[src/rtl/pccard_host_ctrl.sv]
// PC Card host-side cycle controller: turns a held host request into a timed
// setup/strobe/hold card cycle, plus a synchronized, gated card interrupt.
module pccard_host_ctrl #(
    parameter int SETUP_CYC  = 1,
    parameter int STROBE_CYC = 2,
    parameter int HOLD_CYC   = 1
) (
    input  logic        clk,
    input  logic        reset,
    input  logic        req,
    input  logic [1:0]  space,
    input  logic        rw,
    input  logic        word,
    input  logic [25:0] haddr,
    input  logic [15:0] wdata,
    output logic [15:0] rdata,
    output logic        ack,
    output logic        err,
    input  logic        irq_en,
    output logic        irq,
    output logic [25:0] addr,
    output logic [15:0] data_out,
    input  logic [15:0] data_in,
    output logic        cc_reg,
    output logic        cc_oe,
    output logic        cc_we,
    output logic        cc_iord,
    output logic        cc_iowr,
    output logic        cc_ce1,
    output logic        cc_ce2,
    input  logic        cc_ireq
);

    typedef enum logic [2:0] {
        IDLE   = 3'd0,
        SETUP  = 3'd1,
        STROBE = 3'd2,
        HOLD   = 3'd3,
        DONE   = 3'd4
    } state_t;

    localparam logic [3:0] SETUP_LAST  = 4'(SETUP_CYC - 1);
    localparam logic [3:0] STROBE_LAST = 4'(STROBE_CYC - 1);
    localparam logic [3:0] HOLD_LAST   = 4'(HOLD_CYC - 1);

    state_t      r_state;
    logic [3:0]  r_cnt;
    logic        r_rd;
    logic        r_io;
    logic        r_word;
    logic [15:0] r_rdata;
    logic        r_ack;
    logic        r_err;
    logic [25:0] r_addr;
    logic [15:0] r_data_out;
    logic        r_reg;
    logic        r_oe;
    logic        r_we;
    logic        r_iord;
    logic        r_iowr;
    logic        r_ce1;
    logic        r_ce2;
    logic        r_sync1;
    logic        r_sync2;
    logic        r_irq;

    logic        w_reject;

    assign w_reject = (space == 2'b11) || (word && haddr[0]);

    // Card cycle sequencer; strobes are set/cleared on the edges entering/leaving STROBE.
    always_ff @(posedge clk) begin
        if (reset) begin
            r_state    <= IDLE;
            r_cnt      <= 4'd0;
            r_rd       <= 1'b0;
            r_io       <= 1'b0;
            r_word     <= 1'b0;
            r_rdata    <= 16'h0000;
            r_ack      <= 1'b0;
            r_err      <= 1'b0;
            r_addr     <= 26'd0;
            r_data_out <= 16'h0000;
            r_reg      <= 1'b0;
            r_oe       <= 1'b0;
            r_we       <= 1'b0;
            r_iord     <= 1'b0;
            r_iowr     <= 1'b0;
            r_ce1      <= 1'b0;
            r_ce2      <= 1'b0;
        end else begin
            case (r_state)
                IDLE: begin
                    r_ack <= 1'b0;
                    r_err <= 1'b0;
                    if (req) begin
                        if (w_reject) begin
                            r_state <= DONE;
                            r_ack   <= 1'b1;
                            r_err   <= 1'b1;
                        end else begin
                            r_state    <= SETUP;
                            r_cnt      <= SETUP_LAST;
                            r_addr     <= word ? {haddr[25:1], 1'b0} : haddr;
                            r_ce1      <= 1'b1;
                            r_ce2      <= word;
                            r_reg      <= (space != 2'b00);
                            r_data_out <= rw ? 16'h0000 : (word ? wdata : {8'h00, wdata[7:0]});
                            r_rd       <= rw;
                            r_io       <= (space == 2'b10);
                            r_word     <= word;
                        end
                    end
                end
                SETUP: begin
                    if (r_cnt == 4'd0) begin
                        r_state <= STROBE;
                        r_cnt   <= STROBE_LAST;
                        r_oe    <= r_rd & ~r_io;
                        r_we    <= ~r_rd & ~r_io;
                        r_iord  <= r_rd & r_io;
                        r_iowr  <= ~r_rd & r_io;
                    end else begin
                        r_cnt <= r_cnt - 4'd1;
                    end
                end
                STROBE: begin
                    if (r_cnt == 4'd0) begin
                        r_state <= HOLD;
                        r_cnt   <= HOLD_LAST;
                        r_oe    <= 1'b0;
                        r_we    <= 1'b0;
                        r_iord  <= 1'b0;
                        r_iowr  <= 1'b0;
                        if (r_rd) begin
                            r_rdata <= r_word ? data_in : {8'h00, data_in[7:0]};
                        end
                    end else begin
                        r_cnt <= r_cnt - 4'd1;
                    end
                end
                HOLD: begin
                    if (r_cnt == 4'd0) begin
                        r_state    <= DONE;
                        r_ack      <= 1'b1;
                        r_err      <= 1'b0;
                        r_ce1      <= 1'b0;
                        r_ce2      <= 1'b0;
                        r_reg      <= 1'b0;
                        r_data_out <= 16'h0000;
                    end else begin
                        r_cnt <= r_cnt - 4'd1;
                    end
                end
                DONE: begin
                    r_state <= IDLE;
                    r_ack   <= 1'b0;
                    r_err   <= 1'b0;
                end
                default: begin
                    r_state <= IDLE;
                    r_oe    <= 1'b0;
                    r_we    <= 1'b0;
                    r_iord  <= 1'b0;
                    r_iowr  <= 1'b0;
                end
            endcase
        end
    end

    // Two-flop synchronizer for the asynchronous card interrupt, then enable gate.
    always_ff @(posedge clk) begin
        if (reset) begin
            r_sync1 <= 1'b0;
            r_sync2 <= 1'b0;
            r_irq   <= 1'b0;
        end else begin
            r_sync1 <= cc_ireq;
            r_sync2 <= r_sync1;
            r_irq   <= r_sync2 & irq_en;
        end
    end

    assign rdata    = r_rdata;
    assign ack      = r_ack;
    assign err      = r_err;
    assign irq      = r_irq;
    assign addr     = r_addr;
    assign data_out = r_data_out;
    assign cc_reg   = r_reg;
    assign cc_oe    = r_oe;
    assign cc_we    = r_we;
    assign cc_iord  = r_iord;
    assign cc_iowr  = r_iowr;
    assign cc_ce1   = r_ce1;
    assign cc_ce2   = r_ce2;

endmodule

[config.mk]
export PLATFORM = sky130hd
export DESIGN_NAME = pccard_host_ctrl
export DESIGN_NICKNAME = d
export VERILOG_FILES = /design/src/rtl/pccard_host_ctrl.sv
export SDC_FILE = /design/constraint.sdc
export NUM_CORES = 1
export LEC_CHECK = 0
export ABC_AREA = 1
export CAP_MARGIN = 0
export CORE_MARGIN = 10
export CORE_UTILIZATION = 42
export CTS_BUF_LIST = sky130_fd_sc_hd__clkbuf_4
export CTS_CLUSTER_DIAMETER = 50
export CTS_CLUSTER_SIZE = 24
export DETAILED_ROUTE_END_ITERATION = 12
export PLACE_DENSITY = 0.79
export SYNTH_ARGS = -nofsm -noshare
export SYNTH_HDL_FRONTEND = slang
export SYNTH_SLANG_ARGS = --single-unit
[constraint.sdc]
create_clock -name clk -period 1.7 [get_ports clk]
set_input_delay 0.51 -clock clk [delete_from_list [all_inputs] [get_ports clk]]
set_output_delay 0.51 -clock clk [all_outputs]
set_load 0.01 [all_outputs]
==> results.cfg <==
[cells_and_area]
largest_reg_flops = 26
register_area_mm2 = 0.00160
final_util_pct = 66.3
layout_common_cells = nor2_1 (88), dfxtp_1 (80), nand2_1 (72), dlygate4sd2_1 (68), clkdlybuf4s50_1 (66)
layout-drive-gt1-share_pct = 10.5
nNetsFinal = 636
multiInputGateArea_mm2 = 0.00136
area_growth_pct = 52.7
layout_commonest_cell = nor2_1
fillers = 665

[floorplanning]
initial_core_util_pct = 43.4
dieArea_mm2 = 0.0115
die_height_um = 107
rows = 31
coreArea_mm2 = 0.00733
pin_count = 135
die_width_um = 107

[detailed_routing]
vias = 3223
wl_met1_um = 3790
routed_wl_um = 9370
wl_per_cell_um = 13.9
wl_met3_um = 909
routed.top_layer = met4
drt_pre_antenna_iters = 4
wl_met2_um = 4550
ant_nets = 0
vias_per_cell = 4.80
drc = 0
drt_iter0_drc = 104

[worst_setup_path]
worstPathArrival_ns = 1.08
critical_path_class = register to primary output
worst_path_max_delay_cell = dfxtp_1
crit_path_end_kind = primary output
reg2reg_to = r_cnt[0]
slowest_delay_ns = 0.36
path_cells = dlygate4sd2_1
rrSetupSlack_ns = 0.18
worst_ep_required_time_ns = 1.19
critical_path_buf_inv_count = 1
cp_max_fo = 2
cp_top_family = flip-flops
critPathLaunchType = register
reg2reg_from = r_cnt[0]
reg2reg_depth = 8

[yosys]
synth_top_family_by_area = simple AND/OR/NAND/NOR gates
synth_mux_area_share_pct = 0
ys_seq_elements = 80
netlist_area_mm2 = 0.00318
synth_fa_ha_area_share_pct = 0.786
synth_top_area_share_pct = 50.3
syn_area_per_cell_um2 = 7.60
synth_largest_area_cell = dfxtp_1
syn_nets = 488
synth_compound_area_share_pct = 13.4
yosys.area_share.simple_pct = 28.3
async_reset_ff_share_pct = 0
synth_edf_count = 0
ys_seq_area_share_pct = 50.3
synthFlopType = dfxtp_1
yosys_warnings = 0
yosys.area_share.xor_xnor_pct = 0
ys_types = 28
synthTopCellsByArea = dfxtp_1 (50%), nor2_1 (10%), nand2_1 (8.5%)
synthCells = 419

[cts]
cts_inserted_buffers = 9
clockRootBuffer = clkbuf_4
cts_tree = built
h-tree-depth = 3
cts-root-to-sink-buffers = 2
clkTransAtPathRegs_ns = 0.13
post_cts_hold_buffer_count = 0
clkLatencyLatePin_ns = 0.41
cts_num_sinks = 80

[worst_hold_path]
hp-class = register to register
holdPathEnd = r_sync2
min_from = r_sync1
whs_path_depth = 2

[placement]
dpl.hpwl_um = 7210
portBuffers = 134
gp_congestion = 0.918

[timing]
slew_headroom_pct = 77.3
min_period_ns = 1.59
drv_slew = 0
max_freq_ghz = 0.630
setup_violations = 0
hold_viol = 0
worst_slew_pin_slew_ns = 0.340
fin_skew_ns = 0.0194
rsz0062_at_grt = no
period_share_pct = 93.4

[power]
power_uw = 6010
powerDensity_mw_per_mm2 = 1240
vdd_drop_max_mv = 0.583
leakagePower_uw = 0.00225

[global_route]
overflow = 0
antenna_found_initial = 1
grt_first_pass_wirelength_um = 15200
grt_pass1_vias = 3158
grt_usage_pct = 16.2
grt_max_degree = 30

[run_status]
outcome = finished, final reports clean

[run]
maxCapViolations = 0
final cells by class:
type                    instances  area share [%]
inverters                      29            2.29
multi-input cells             291            28.0
flip-flops and latches         80            32.9
diodes                          1          0.0515
clock buffers                  10            1.54
clock inverters                 6            2.37
well taps                      99            2.55
repair buffers                156            30.3
repair_timing:
item,CTS,global route
hold endpoints to repair,0,0
gates resized for setup,68,1
pin swaps,0,1
buffers inserted,0,2
endpoints found under the setup margin,68,19
kinds of logic (layout without fill, tap and decap cells):
kind of cell               Yosys count  in the layout
AOI/OAI and AO/OA                   81             81
adders and majority gates            2              2
buffers and inverters               48            201
DFF                                 80             80
other                                0              1
and+or+nand+nor                    208            208
through the flow:
step	instances	setup TNS [ns]	hold WS, ns	instance area [um2]	worst slack [ns]
after floorplan	419	0	0.388	3180	0.291
after global placement	653	-8.76	0.395	4730	-0.217
after detailed placement	653	-10.91	0.400	4730	-0.270
after CTS	669	0	0.403	4840	0.0113
after global routing	672	0	0.432	4860	0.0267
final	672	0	0.408	4860	0.112
worst max path at each step:
stage / from / end / slack, ns / cells past startpoint
global placement: space[0] / r_cnt[3] / -0.22 / 9
finish: data_out[14] / data_out[14] / 0.11 / 1
CTS: r_cnt[0] / rdata[9] / 0.01 / 7
detailed placement: space[0] / addr[9] / -0.27 / 8
global route: r_cnt[0] / r_cnt[3] / 0.03 / 8
floorplan: r_cnt[0] / rdata[0] / 0.29 / 8
power by group:
part | total [uW] | switching (uW) | internal, uW | leakage [uW]
combinational | 2230 | 1300 | 922 | 0.00150
clock | 1430 | 657 | 769 | 0.0000972
sequential | 2360 | 190 | 2170 | 0.000652
worst min-delay path: stages, from the launching register on:
cell and delay (ns):
dfxtp_1 0.32, inv_1 0.04, nor2_1 0.03
cells in the mapped netlist, types with 4 or more instances:
cell type,number
nor3_1,5
clkbuf_1,10
o21ai_0,39
nand3_1,25
dfxtp_1,80
inv_1,23
a21oi_1,33
nand3_2,4
nand2_2,4
nor2_1,88
nand2_1,72
inv_2,5
metal layers:
layer / vias to the layer above / GRT usage, %
met2: 112 / 27.5
met3: 11 / 7.01
met5: - / 0
li1: 1653 / -
met4: 0 / 5.22
met1: 1447 / 17.7
Power figures use the tool's default switching activity.
